**src/rtl/seq_signed_divider.sv**
```systemverilog
// Multi-cycle restoring divider, one quotient bit per clock, signed or unsigned per operation.
// Optional build macro DIV_ABORT_EN adds an abort input that cancels an operation in flight.
module seq_signed_divider #(
    parameter int WIDTH = 8
) (
    input  logic             clk,
    input  logic             rst_n,
    input  logic             start,
    input  logic             signed_mode,
    input  logic [WIDTH-1:0] dividend,
    input  logic [WIDTH-1:0] divisor,
`ifdef DIV_ABORT_EN
    input  logic             abort,
`endif
    output logic [WIDTH-1:0] quotient,
    output logic [WIDTH-1:0] remainder,
    output logic             busy,
    output logic             done,
    output logic             div_by_zero,
    output logic             overflow
);

    localparam int CW = $clog2(WIDTH + 1);

    typedef enum logic [1:0] {
        IDLE,
        CALC,
        SIGN
    } state_t;

    state_t           state;
    state_t           next_state;
    logic [CW-1:0]    count;
    logic [WIDTH-1:0] dq;
    logic [WIDTH-1:0] pr;
    logic [WIDTH-1:0] dvs_mag;
    logic [WIDTH-1:0] dnd_orig;
    logic             neg_q;
    logic             neg_r;
    logic             zero_dvs;
    logic             min_by_neg1;
    logic             abort_req;

    logic [WIDTH-1:0] dnd_mag_in;
    logic [WIDTH-1:0] dvs_mag_in;
    logic [WIDTH:0]   shifted;
    logic [WIDTH-1:0] trial;
    logic             fits;

`ifdef DIV_ABORT_EN
    assign abort_req = abort & busy;
`else
    assign abort_req = 1'b0;
`endif

    // Magnitudes; |MIN| stays as the unsigned pattern 2^(WIDTH-1), which is exactly right.
    always_comb begin
        dnd_mag_in = dividend;
        dvs_mag_in = divisor;
        if (signed_mode && dividend[WIDTH-1]) dnd_mag_in = -dividend;
        if (signed_mode && divisor[WIDTH-1])  dvs_mag_in = -divisor;
    end

    // One restoring step: shift in the next dividend bit and keep the difference when it fits.
    always_comb begin
        shifted = {pr, dq[WIDTH-1]};
        fits    = (shifted >= {1'b0, dvs_mag});
        trial   = shifted[WIDTH-1:0] - dvs_mag;
    end

    always_ff @(posedge clk or negedge rst_n) begin
        if (!rst_n) state <= IDLE;
        else        state <= next_state;
    end

    always_comb begin
        next_state = state;
        case (state)
            IDLE:    if (start) next_state = CALC;
            CALC:    if (count == CW'(1)) next_state = SIGN;
            SIGN:    next_state = IDLE;
            default: next_state = IDLE;
        endcase
        if (abort_req) next_state = IDLE;
    end

    always_ff @(posedge clk or negedge rst_n) begin
        if (!rst_n) begin
            count       <= '0;
            dq          <= '0;
            pr          <= '0;
            dvs_mag     <= '0;
            dnd_orig    <= '0;
            neg_q       <= 1'b0;
            neg_r       <= 1'b0;
            zero_dvs    <= 1'b0;
            min_by_neg1 <= 1'b0;
            quotient    <= '0;
            remainder   <= '0;
            busy        <= 1'b0;
            done        <= 1'b0;
            div_by_zero <= 1'b0;
            overflow    <= 1'b0;
        end else begin
            done <= 1'b0;
            if (abort_req) begin
                busy  <= 1'b0;
                count <= '0;
            end else begin
                case (state)
                    IDLE: begin
                        if (start) begin
                            dq          <= dnd_mag_in;
                            pr          <= '0;
                            dvs_mag     <= dvs_mag_in;
                            dnd_orig    <= dividend;
                            neg_q       <= signed_mode & (dividend[WIDTH-1] ^ divisor[WIDTH-1]);
                            neg_r       <= signed_mode & dividend[WIDTH-1];
                            zero_dvs    <= (divisor == '0);
                            min_by_neg1 <= signed_mode && (dividend == {1'b1, {(WIDTH-1){1'b0}}})
                                           && (divisor == '1);
                            count       <= CW'(WIDTH);
                            busy        <= 1'b1;
                        end
                    end
                    CALC: begin
                        dq    <= {dq[WIDTH-2:0], fits};
                        pr    <= fits ? trial : shifted[WIDTH-1:0];
                        count <= count - CW'(1);
                    end
                    SIGN: begin
                        // A zero divisor overrides the iterated result and suppresses overflow.
                        if (zero_dvs) begin
                            quotient    <= '1;
                            remainder   <= dnd_orig;
                            div_by_zero <= 1'b1;
                            overflow    <= 1'b0;
                        end else begin
                            quotient    <= neg_q ? -dq : dq;
                            remainder   <= neg_r ? -pr : pr;
                            div_by_zero <= 1'b0;
                            overflow    <= min_by_neg1;
                        end
                        done <= 1'b1;
                        busy <= 1'b0;
                    end
                    default: begin
                        busy <= 1'b0;
                    end
                endcase
            end
        end
    end

endmodule
```
**config.mk**
```make
export PLATFORM = sky130hd
export DESIGN_NAME = seq_signed_divider
export DESIGN_NICKNAME = d
export VERILOG_FILES = /design/src/rtl/seq_signed_divider.sv
export SDC_FILE = /design/constraint.sdc
export NUM_CORES = 1
export LEC_CHECK = 0
export ABC_AREA = 1
export ABC_CLOCK_PERIOD_IN_PS = 2400
export BUFFER_PORTS_ARGS = -buffer_cell sky130_fd_sc_hd__clkbuf_2
export CAP_MARGIN = 20
export CORE_AREA = 2 2 83 85
export DETAILED_ROUTE_END_ITERATION = 6
export DIE_AREA = 0 0 85 87
export PLACE_DENSITY = 0.78
export SLEW_MARGIN = 20
export SYNTH_ARGS = -nofsm -noshare
export SYNTH_HDL_FRONTEND = slang
export SYNTH_SLANG_ARGS = --single-unit
```
**constraint.sdc**
```tcl
create_clock -name clk -period 2.4 [get_ports clk]
set_input_delay 0 -clock clk [delete_from_list [all_inputs] [get_ports clk]]
set_output_delay 0 -clock clk [all_outputs]
set_load 0.01 [all_outputs]
```
# Word-level counts from Yosys, hierarchy flattened
# Cells that the tools add are included.
# totals
elab_cells	66
mem_bits_ro	0
output_inout_bits	20
ramBits	0
latch_bits	0
register_bits	62
mem_count	0
# classes
shift	0
magnitude_cmp	1
n_addsub	6
n_div	0
reduce_logical	11
mul	0
bitwise	4
muxes	21
n_eq_ne	7
# op_table
cell	count
$mux 8	9
$neg 8->8	4
$pmux 8 s2	2
$eq 8x8->1 const B	2
$ge 9x8->1	1
$logic_not 8->1	1
$pmux 4 s2	1
$reduce_and 2->1	4
$sub 8x8->8	1
$eq 4x1->1 const B	1
$logic_and 1x1->1	4
$mux 1	4
$mux 2	2
$mux 4	1
$ne 2x2->1 const B	2
$pmux 2 s2	1
$sub 4x1->4 const B	1
$and 1x1->1	2
$eq 2x1->1 const B	1
$eq 2x2->1 const B	1
$logic_not 2->1	1
$pmux 1 s2	1
$reduce_bool 2->1	1
$not 1->1	1
$xor 1x1->1	1

# Depth between registers and ports, before layout
# Gate-level depths: netlist of the first run.
# logic_depth
ltp_word	4
mapped_depth	12
depth_no_buf	12

# Least setup slack after synthesis of the first run
# OpenSTA, ideal clock, no wires.
# synth_timing
kind	flip-flop to flip-flop
startpoint	reg dq[7]
endpoint	reg pr[4]
required_ns	2.283
slack_ns	0.732
setup_ns	0.117
arrival_time_ns	1.550
stages_incl_launch_ff	10
cell_sequence	dfrtp_1 -> inv_1 -> ha_1 -> inv_1 -> fa_1 -> a21oi_1 -> xor2_1 -> nand2_1 -> nand3_1 -> nand2_1
# synth_via
elab_chain_cells	3
word_cells_on_any_way	4
# synth_lines
item	line	rtl
start, declared	34	logic [WIDTH-1:0] dq;
start signal, assigned	113	dq <= dnd_mag_in;
start signal, assigned	127	dq <= {dq[WIDTH-2:0], fits};
$sub 8x8->8 / $ge 9x8->1 (equally long branches)	68, 67	
$mux 8 (*)	128	pr <= fits ? trial : shifted[WIDTH-1:0];
$pmux 8 s2 (*)	110	case (state)
end signal, assigned	128	
end, declared	35	logic [WIDTH-1:0] pr;
# Every way passes the cells marked *; elsewhere a longest branch is shown, timed or not.
# A chain may end at the register's enable or synchronous reset.

# Worst setup path in the final report of the first run
# Same ends and word-level chain as after synthesis.

==> results of run 1 <==
## per-stage QoR
stage / utilization / instances
after floorplan: - / 478
after global placement: 0.5990 / 588
after detailed placement: 0.5990 / 588
after CTS: 0.6583 / 616
after global routing: 0.6583 / 616
final: 0.6583 / 616
## cells in the mapped netlist (3+ instances only)
| cell type | count | area share |
|---|---|---|
| a22oi_1 | 6 | 0.012 |
| o221ai_1 | 3 | 0.0071 |
| nand2_1 | 117 | 0.12 |
| nor3_1 | 3 | 0.0041 |
| inv_2 | 4 | 0.0041 |
| a21oi_1 | 17 | 0.023 |
| nor2_4 | 4 | 0.012 |
| buf_2 | 7 | 0.0095 |
| o21ai_1 | 3 | 0.0041 |
| xor2_1 | 11 | 0.026 |
| nand3_1 | 46 | 0.062 |
| nor2_1 | 40 | 0.041 |
| a31oi_1 | 7 | 0.012 |
| inv_1 | 65 | 0.066 |
| nand4_1 | 10 | 0.017 |
| o21bai_1 | 4 | 0.0081 |
| o22ai_1 | 4 | 0.0068 |
| ha_1 | 15 | 0.051 |
| dfrtp_1 | 62 | 0.42 |
| o21ai_0 | 28 | 0.038 |
## per-layer routing
metal	GRT usage	part of all wire	vias up
li1	-	-	1678
met1	0.3307	0.43	1594
met2	0.4347	0.48	124
met3	0.03886	0.060	22
met4	0.09380	0.023	0
met5	0	0	-
## power by group through the flow
stage / logic, mW / registers, mW / clock network, mW
6_report: 3.06 / 1.87 / 1.24
5_1_grt: 3.52 / 1.93 / 1.30
4_1_cts: 3.03 / 1.87 / 1.25
3_5_place_dp: 3.00 / 1.88 / 0
3_3_place_gp: 2.92 / 1.86 / 0
2_1_floorplan: 2.31 / 1.83 / 0
## worst max-delay path by stage
stage	startpoint	end
4_1_cts	state[1]$_DFFE_PN0P_	zero_dvs$_DFFE_PN0P_
3_5_place_dp	dq[7]$_DFFE_PN0P_	pr[4]$_DFFE_PN0P_
6_report	dq[7]$_DFFE_PN0P_	pr[4]$_DFFE_PN0P_
5_1_grt	pr[3]$_DFFE_PN0P_	pr[1]$_DFFE_PN0P_
3_3_place_gp	dq[7]$_DFFE_PN0P_	pr[4]$_DFFE_PN0P_
2_1_floorplan	dq[7]$_DFFE_PN0P_	pr[4]$_DFFE_PN0P_
## sequential cells by signal, summed over array words and instances (netlist names)
name and count:
dvs_mag 8, overflow 1, state 2, quotient 8, remainder 8, done 1, pr 8, neg_r 1
min_by_neg1 1, busy 1, zero_dvs 1, neg_q 1, dnd_orig 8, dq 8, count 4, div_by_zero 1
## logic make-up (layout without fill, tap and decap cells)
kind of cell,after synthesis,count (layout),share of synthesized area
and+or+nand+nor,228,228,0.2757
buffers and inverters,81,139,0.08986
xor gates and xnor gates,13,13,0.03086
AOI/OAI and AO/OA,78,78,0.1268
DFF,62,62,0.4205
adders and majority gates,16,16,0.05629
## layout make-up
type / instances / share of cell area
clock buffer: 9 / 0.02865
clock inverter: 7 / 0.03356
inverter: 69 / 0.05990
multi-input combinational: 335 / 0.4178
sequential: 62 / 0.3588
tap: 80 / 0.02315
timing repair buffer: 54 / 0.07812
## critical path, delay by kind of cell, from the launching register on
family          cells  cell delay (ns)
fa+ha+maj           2             0.59
flops               1             0.38
simple gates        3             0.23
compound gates      1             0.21
buf+inv             2             0.20
xor+xnor            1             0.16
==> reports/qor.yml, run 1 <==
status: "finished clean"
area_growth_pct: 17.19
num_vias: 3418
design.die.area_um2: 7395
timing.hold.ws_ns: 0.01462
slew_viol_final: 0
switching_power_mw: 2.727
p_sw_frac: 0.4422
coreArea_um2: 6569
drtPass1Iterations: 5
r2r-start: "dq[7]$_DFFE_PN0P_"
fmax_mhz: 531.6
cts.sinks: 62
cp_data_required_time_ns: 2.64
grt_usage: 0.2553
post_drt_wl_per_cell_um: 14.14
holdPathStages: 4
peakVddDrop_mv: 0.6800
drt-total-wl_mm: 8.712
rows: 30
grt_setup_unrepaired: "false"
cell_internal_pwr_mw: 3.440
grt_pass1_vias: 3191
fin_area_um2: 4324
clk_path_buf_depth: 2
relSlewSlack: 0.4868
min_to: "dq[7]$_DFFE_PN0P_"
diodes: 0
drc: 0
synthCells: 478
fin_ws_ns: 0.5187
crit_fanout: 4
worstReg2RegEnd: "pr[4]$_DFFE_PN0P_"
powerDensity_nw_per_um2: 1426
die_y_um: 87
rrSetupSlack_ns: 0.52
grt_overflow_total: 0
start_kind: "register"
ctsRootBufferMaster: "clkbuf_8"
synth-edff-count: 0
path_clk_slew_ns: 0.07
cts_tree: "built"
start_util: 0.5617
ys.flop_type: "dfrtp_1"
drt_iter0_drc: 288
hp-class: "in -> reg"
synth_area_um2: 3690
cp-end-kind: "register"
arrival_ns: 2.12
finalClockSkew_ns: 0.009506
die_w_um: 85
ant_nets: 0
p_total_mw: 6.166
p_clk_frac: 0.201
grt_max_degree: 63
place_ws_ns: 0.5675
drive_above_1_share: 0.1399
maxCapViolations: 0
layout_commonest_cell: "nand2_1"
pin_count: 40
gp_congestion: 1.005
ys_seq_area_frac: 0.4205
io_buffers: 39
layout_common_cells: "117 x nand2_1, 65 x inv_1, 62 x dfrtp_1"
share_comb_of_total_power: 0.496
period_share: 0.7839
post-dp-hpwl_mm: 6.516
tightest_slew_ns: 0.7698
filler_cell_count: 553
holdCritStartpoint: "signed_mode"
setup_violations: 0
cts_resized: 0
yosysWarnings: 0
grt_pass1_wl_mm: 15.00
synth_fp_nets: 514
vias_per_cell: 5.549
hold_viol_final: 0
synth-seq-cells: 62
timing.setup.tns_ns: 0
insertion_delay_ns: 0.35
leakagePower_nw: 2.227
multiInputGateArea_um2: 1807
cts_buffers: 9
seqPwrFrac: 0.303
post_cts_buffers: 0
avgSynthCellArea_um2: 7.719
ys_types: 36
fin_nets: 567
postCtsHoldBufs: 12
cts_htree_levels: 3
layout_min_cycle_time_ns: 1.881
critPathMaxStageDelay_ns: 0.42
cpMaxStageDelayCell: "fa_1"
criticalPathCategory: "reg -> reg"
antenna_found_initial: 0
cp_cell_sequence: "inv_1, ha_1, inv_1, fa_1, a21oi_1, xor2_1, nand2_1, nand3_1, nand2_1"
place_area_um2: 3935
worst-r2r-cell-count: 9
synthArstFlopShare: 1.000
seqCellArea_um2: 1551
Note: power is estimated with default switching activity, not from simulation.
==> run 2, diff against run 1 <==
- ABC_CLOCK_PERIOD_IN_PS: 2400 -> 1800
- clock period: 2.4 -> 1.8 ns (I/O delays scaled with it)
==> reports/qor.yml, run 2 (synthesized netlist as in run 1, its figures left out) <==
min_to: "zero_dvs$_DFFE_PN0P_"  # was dq[7]$_DFFE_PN0P_
rrSetupSlack_ns: 0.07  # was 0.52 ns
holdPathStages: 4  # unchanged
multiInputGateArea_um2: 1899  # was 1807 µm²
leakagePower_nw: 2.251  # was 2.227 nW
grt_overflow_total: 0  # unchanged
gp_congestion: 0.9702  # was 1.005
critPathMaxStageDelay_ns: 0.44  # was 0.42 ns
grt_pass1_wl_mm: 14.84  # was 15.00 mm
post-dp-hpwl_mm: 6.366  # was 6.516 mm
r2r-start: "pr[3]$_DFFE_PN0P_"  # was dq[7]$_DFFE_PN0P_
cp_data_required_time_ns: 2.08  # was 2.64 ns
crit_family: "simple AND/OR/NAND/NOR gates"  # was adder cells
holdCritStartpoint: "divisor[5]"  # was signed_mode
switching_power_mw: 3.788  # was 2.727 mW
tightest_slew_ns: 0.7693  # was 0.7698 ns
p_sw_frac: 0.4463  # was 0.4422
seqPwrFrac: 0.294  # was 0.303
timing.hold.ws_ns: 0.02852  # was 0.01462 ns
arrival_ns: 2.01  # was 2.12 ns
drive_above_1_share: 0.1746  # was 0.1399
path_clk_slew_ns: 0.07  # about the same
start_util: 0.5617  # unchanged
coreArea_um2: 6569  # unchanged
ant_nets: 0  # unchanged
start_kind: "register"  # unchanged
diodes: 0  # unchanged
criticalPathCategory: "reg -> reg"  # unchanged
setup_violations: 0  # unchanged
filler_cell_count: 524  # was 553
fin_area_um2: 4438  # was 4324 µm²
period_share: 0.9610  # was 0.7839
die_y_um: 87  # unchanged
finalClockSkew_ns: 0.005817  # was 0.009506 ns
peakVddDrop_mv: 0.8858  # was 0.6800 mV
status: "finished clean"  # unchanged
hp-class: "in -> reg"  # unchanged
drtPass1Iterations: 5  # unchanged
drt_iter0_drc: 270  # was 288
maxCapViolations: 0  # unchanged
num_vias: 3488  # was 3418
cp_num_buf_inv: 0  # was 2
ctsRootBufferMaster: "clkbuf_8"  # unchanged
slew_viol_final: 0  # unchanged
cell_internal_pwr_mw: 4.700  # was 3.440 mW
place_area_um2: 3995  # was 3935 µm²
fmax_mhz: 578.1  # was 531.6 MHz
cts_tree: "built"  # unchanged
layout_common_cells: "117 x nand2_1, 63 x inv_1, 62 x dfrtp_1"  # was 117 x nand2_1, 65 x inv_1, 62 x dfrtp_1
drc: 0  # unchanged
area_growth_pct: 20.28  # was 17.19%
worstReg2RegEnd: "pr[1]$_DFFE_PN0P_"  # was pr[4]$_DFFE_PN0P_
cp-end-kind: "register"  # unchanged
grt_usage: 0.2535  # was 0.2553
worst-r2r-cell-count: 9  # unchanged
crit_fanout: 8  # was 4
fin_nets: 575  # was 567
die_w_um: 85  # unchanged
cts_buffers: 9  # unchanged
vias_per_cell: 5.590  # was 5.549
timing.setup.tns_ns: 0  # unchanged
clk_path_buf_depth: 2  # unchanged
layout_commonest_cell: "nand2_1"  # unchanged
antenna_found_initial: 0  # unchanged
design.die.area_um2: 7395  # unchanged
relSlewSlack: 0.4872  # was 0.4868
grt_pass1_vias: 3227  # was 3191
pin_count: 40  # unchanged
fin_util: 0.6756  # was 0.6583
io_buffers: 39  # unchanged
cts_htree_levels: 3  # unchanged
post_drt_wl_per_cell_um: 14.38  # was 14.14 µm
drt-total-wl_mm: 8.971  # was 8.712 mm
hold_viol_final: 0  # unchanged
seqCellArea_um2: 1551  # unchanged
cts.sinks: 62  # unchanged
layout_min_cycle_time_ns: 1.730  # was 1.881 ns
cp_cell_sequence: "ha_4, nand2_1, nor2_1, nand2_1, nand3_1, nand3_4, nand3_1, nand3_1, nand2_1"  # was inv_1, ha_1, inv_1, fa_1, a21oi_1, xor2_1, nand2_1, nand3_1, nand2_1
insertion_delay_ns: 0.34  # was 0.35 ns
p_clk_frac: 0.167  # was 0.201
grt_max_degree: 63  # unchanged
powerDensity_nw_per_um2: 1912  # was 1426 nW/µm²
share_comb_of_total_power: 0.539  # was 0.496
cpMaxStageDelayCell: "dfrtp_1"  # was fa_1
rows: 30  # unchanged
## run 2: final cells by class
type                       count  area share
clock buffer                  11     0.03411
clock inverter                 5     0.01833
inverter                      69     0.05836
multi-input combinational    335      0.4280
sequential                    62      0.3496
tap                           80     0.02255
timing repair buffer          62     0.08909
## run 2: timing repair
item                                    in CTS  in global routing
hold buffers                                11                  0
setup buffers                                0                  1
hold endpoints to repair                    74                  0
gates resized for setup                      0                 14
endpoints found under the setup margin       0                  9
## run 2: worst max path at each step
stage                        endpoint               from  depth (start not counted)  slack [ns]
finish              pr[1]$_DFFE_PN0P_  pr[3]$_DFFE_PN0P_                          9        0.07
detailed placement  pr[1]$_DFFE_PN0P_  pr[3]$_DFFE_PN0P_                          9        0.05
global route        pr[1]$_DFFE_PN0P_  pr[3]$_DFFE_PN0P_                          9       -0.02
CTS                 pr[1]$_DFFE_PN0P_  pr[3]$_DFFE_PN0P_                          9        0.02
global placement    pr[1]$_DFFE_PN0P_  pr[2]$_DFFE_PN0P_                          9         0.1
floorplan           pr[4]$_DFFE_PN0P_  dq[7]$_DFFE_PN0P_                          9        0.13
## run 2: layer usage
layer	part of all wire	global-route usage	vias up
li1	-	-	1691
met1	0.44	0.3401	1647
met2	0.48	0.4048	130
met3	0.055	0.04265	20
met4	0.027	0.1154	0
met5	0	0	-
## run 2: through the flow
step | instances | power (mW) | worst slack, ns
floorplan | 478 | 5.517 | 0.1323
global placement | 596 | 6.486 | 0.09819
detailed placement | 596 | 6.623 | 0.05130
CTS | 623 | 8.101 | 0.02222
global route | 624 | 9.255 | -0.01836
finish | 624 | 8.487 | 0.07025
## run 2: worst reg2reg max path: cells and delay by family (launching register included)
| family | cells | cell delay (ns) |
|---|---|---|
| flip-flops | 1 | 0.44 |
| AND/OR/NAND/NOR | 8 | 0.91 |
| adder cells (fa/ha/maj) | 1 | 0.32 |
## run 2: power groups by stage
stage                     Combinational (mW)  Clock (mW)  Sequential (mW)
after global placement                  4.04           0             2.44
after CTS                               4.21        1.44             2.45
after global routing                    5.18        1.50             2.58
after detailed placement                4.15           0             2.47
after floorplan                         3.08           0             2.44
final                                   4.58        1.42             2.49
==> run 3, diff against run 2 <==
- CORE_AREA: 2 2 83 85 -> 2 2 98 72
- DIE_AREA: 0 0 85 87 -> 0 0 100 74
==> reports/qor.yml, run 3 (synthesized netlist as in run 1, its figures left out) <==
cts.sinks: 62  # unchanged
share_comb_of_total_power: 0.545  # was 0.539
slew_viol_final: 0  # unchanged
worst-r2r-cell-count: 9  # unchanged
area_growth_pct: 21.40  # was 20.28%
layout_min_cycle_time_ns: 1.720  # was 1.730 ns
p_sw_frac: 0.4506  # was 0.4463
place_area_um2: 4009  # was 3995 µm²
fin_nets: 577  # was 575
pin_count: 40  # unchanged
die_y_um: 74  # was 87 µm
drc: 0  # unchanged
arrival_ns: 1.96  # was 2.01 ns
drtPass1Iterations: 5  # unchanged
hold_viol_final: 0  # unchanged
layout_commonest_cell: "nand2_1"  # unchanged
coreArea_um2: 6506  # was 6569 µm²
cp_data_required_time_ns: 2.04  # was 2.08 ns
grt_pass1_wl_mm: 15.36  # was 14.84 mm
fin_cells: 627  # was 624
grt_overflow_total: 0  # unchanged
grt_max_degree: 44  # was 63
switching_power_mw: 3.883  # was 3.788 mW
drt_iter0_drc: 266  # was 270
start_util: 0.5671  # was 0.5617
leakagePower_nw: 2.264  # was 2.251 nW
grt_pass1_vias: 3119  # was 3227
crit_start: "dq[7]$_DFFE_PN0P_"  # was pr[3]$_DFFE_PN0P_
clk_path_buf_depth: 2  # unchanged
drt-total-wl_mm: 9.290  # was 8.971 mm
vias_per_cell: 5.568  # was 5.590
fin_area_um2: 4479  # was 4438 µm²
powerDensity_nw_per_um2: 1924  # was 1912 nW/µm²
holdPathStages: 4  # unchanged
cts_tree: "built"  # unchanged
gp_congestion: 0.9986  # was 0.9702
p_total_mw: 8.618  # was 8.487 mW
placed_cells: 597  # was 596
rows: 25  # was 30
period_share: 0.9555  # was 0.9610
design.die.area_um2: 7400  # was 7395 µm²
drive_above_1_share: 0.1703  # was 0.1746
fmax_mhz: 581.4  # was 578.1 MHz
rrSetupSlack_ns: 0.08  # was 0.07 ns
maxCapViolations: 0  # unchanged
post-dp-hpwl_mm: 6.852  # was 6.366 mm
ctsRootBufferMaster: "clkbuf_8"  # unchanged
cts_buffers: 9  # unchanged
cp-end-kind: "register"  # unchanged
path_clk_slew_ns: 0.07  # about the same
num_vias: 3491  # was 3488
die_w_um: 100  # was 85 µm
insertion_delay_ns: 0.35  # was 0.34 ns
grt_setup_unrepaired: "true"
filler_cell_count: 526  # was 524
diodes: 0  # unchanged
r2r-start: "dq[7]$_DFFE_PN0P_"  # was pr[3]$_DFFE_PN0P_
relSlewSlack: 0.6491  # was 0.4872
criticalPathCategory: "reg -> reg"  # unchanged
status: "finished clean"  # unchanged
antenna_found_initial: 0  # unchanged
peakVddDrop_mv: 0.8776  # was 0.8858 mV
endpoint: "pr[4]$_DFFE_PN0P_"  # was pr[1]$_DFFE_PN0P_
worstReg2RegEnd: "pr[4]$_DFFE_PN0P_"  # was pr[1]$_DFFE_PN0P_
p_clk_frac: 0.162  # was 0.167
tightest_slew_ns: 0.5263  # was 0.7693 ns
seqCellArea_um2: 1551  # unchanged
post_drt_wl_per_cell_um: 14.82  # was 14.38 µm
setup_violations: 0  # unchanged
cts_htree_levels: 3  # unchanged
cell_internal_pwr_mw: 4.735  # was 4.700 mW
start_kind: "register"  # unchanged
io_buffers: 39  # unchanged
ant_nets: 0  # unchanged
grt_usage: 0.2702  # was 0.2535
crit_fanout: 4  # was 8
multiInputGateArea_um2: 1907  # was 1899 µm²
hp-class: "in -> reg"  # unchanged
seqPwrFrac: 0.293  # was 0.294
layout_common_cells: "117 x nand2_1, 65 x inv_1, 62 x dfrtp_1"  # was 117 x nand2_1, 63 x inv_1, 62 x dfrtp_1
finalClockSkew_ns: 0.009623  # was 0.005817 ns
-- run 3: repair_timing --
item                                   in CTS  in global routing
hold buffers                               12                  0
endpoints found under the hold margin      31                  0
pin swaps                                   0                  3
setup buffers                               0                  2
setup endpoints to repair                   1                  9
gates resized for setup                     1                 10
-- run 3: layout make-up --
cell class                      count  area share
Clock inverter                      5     0.01816
Sequential cell                    62      0.3464
Tap cell                           81     0.02263
Timing Repair Buffer               64     0.09777
Inverter                           69     0.05782
Clock buffer                       11     0.03156
Multi-Input combinational cell    335      0.4257
-- run 3: worst min-delay path by stage --
stage	endpoint	from	slack (ns)
floorplan	busy$_DFFE_PN0P_	rst_n	-0.30
global placement	remainder[6]$_DFFE_PN0P_	rst_n	-0.002
detailed placement	remainder[3]$_DFFE_PN0P_	rst_n	-0.001
CTS	zero_dvs$_DFFE_PN0P_	divisor[5]	0.003
global route	zero_dvs$_DFFE_PN0P_	divisor[5]	0.04
finish	zero_dvs$_DFFE_PN0P_	divisor[5]	0.02
-- run 3: critical path: stages, from the launching register on --
cell,delay [ns]
dfrtp_1,0.38
inv_1,0.07
ha_1,0.14
inv_1,0.08
fa_2,0.38
a21oi_2,0.19
xor2_1,0.16
nand2_1,0.08
nand3_1,0.08
nand2_1,0.06
-- run 3: power by group through the flow --
| stage | logic, mW | clock network [mW] | registers (mW) |
|---|---|---|---|
| after global placement | 4.12 | 0 | 2.48 |
| after detailed placement | 4.19 | 0 | 2.50 |
| after global routing | 5.36 | 1.47 | 2.61 |
| after floorplan | 3.08 | 0 | 2.44 |
| after CTS | 4.25 | 1.41 | 2.48 |
| final | 4.69 | 1.40 | 2.53 |
-- run 3: layer usage --
layer	up-vias	share of wire	global-route usage
met5	-	0	0
met4	0	0.0098	0.06393
met3	15	0.094	0.09023
met2	164	0.42	0.3911
met1	1620	0.48	0.3961
li1	1692	-	-
-- run 3: per-stage QoR --
stage	hold slack (ns)	util	TNS [ns]	setup WS [ns]
final	0.01565	0.6885	0	0.08007
after global routing	0.03703	0.6885	-0.005667	-0.005667
after CTS	0.003381	0.6694	0	0.01675
after detailed placement	-0.0009601	0.6162	-0.02933	-0.02933
after global placement	-0.001532	0.6162	-0.01619	-0.01619
after floorplan	-0.2956	-	0	0.1323
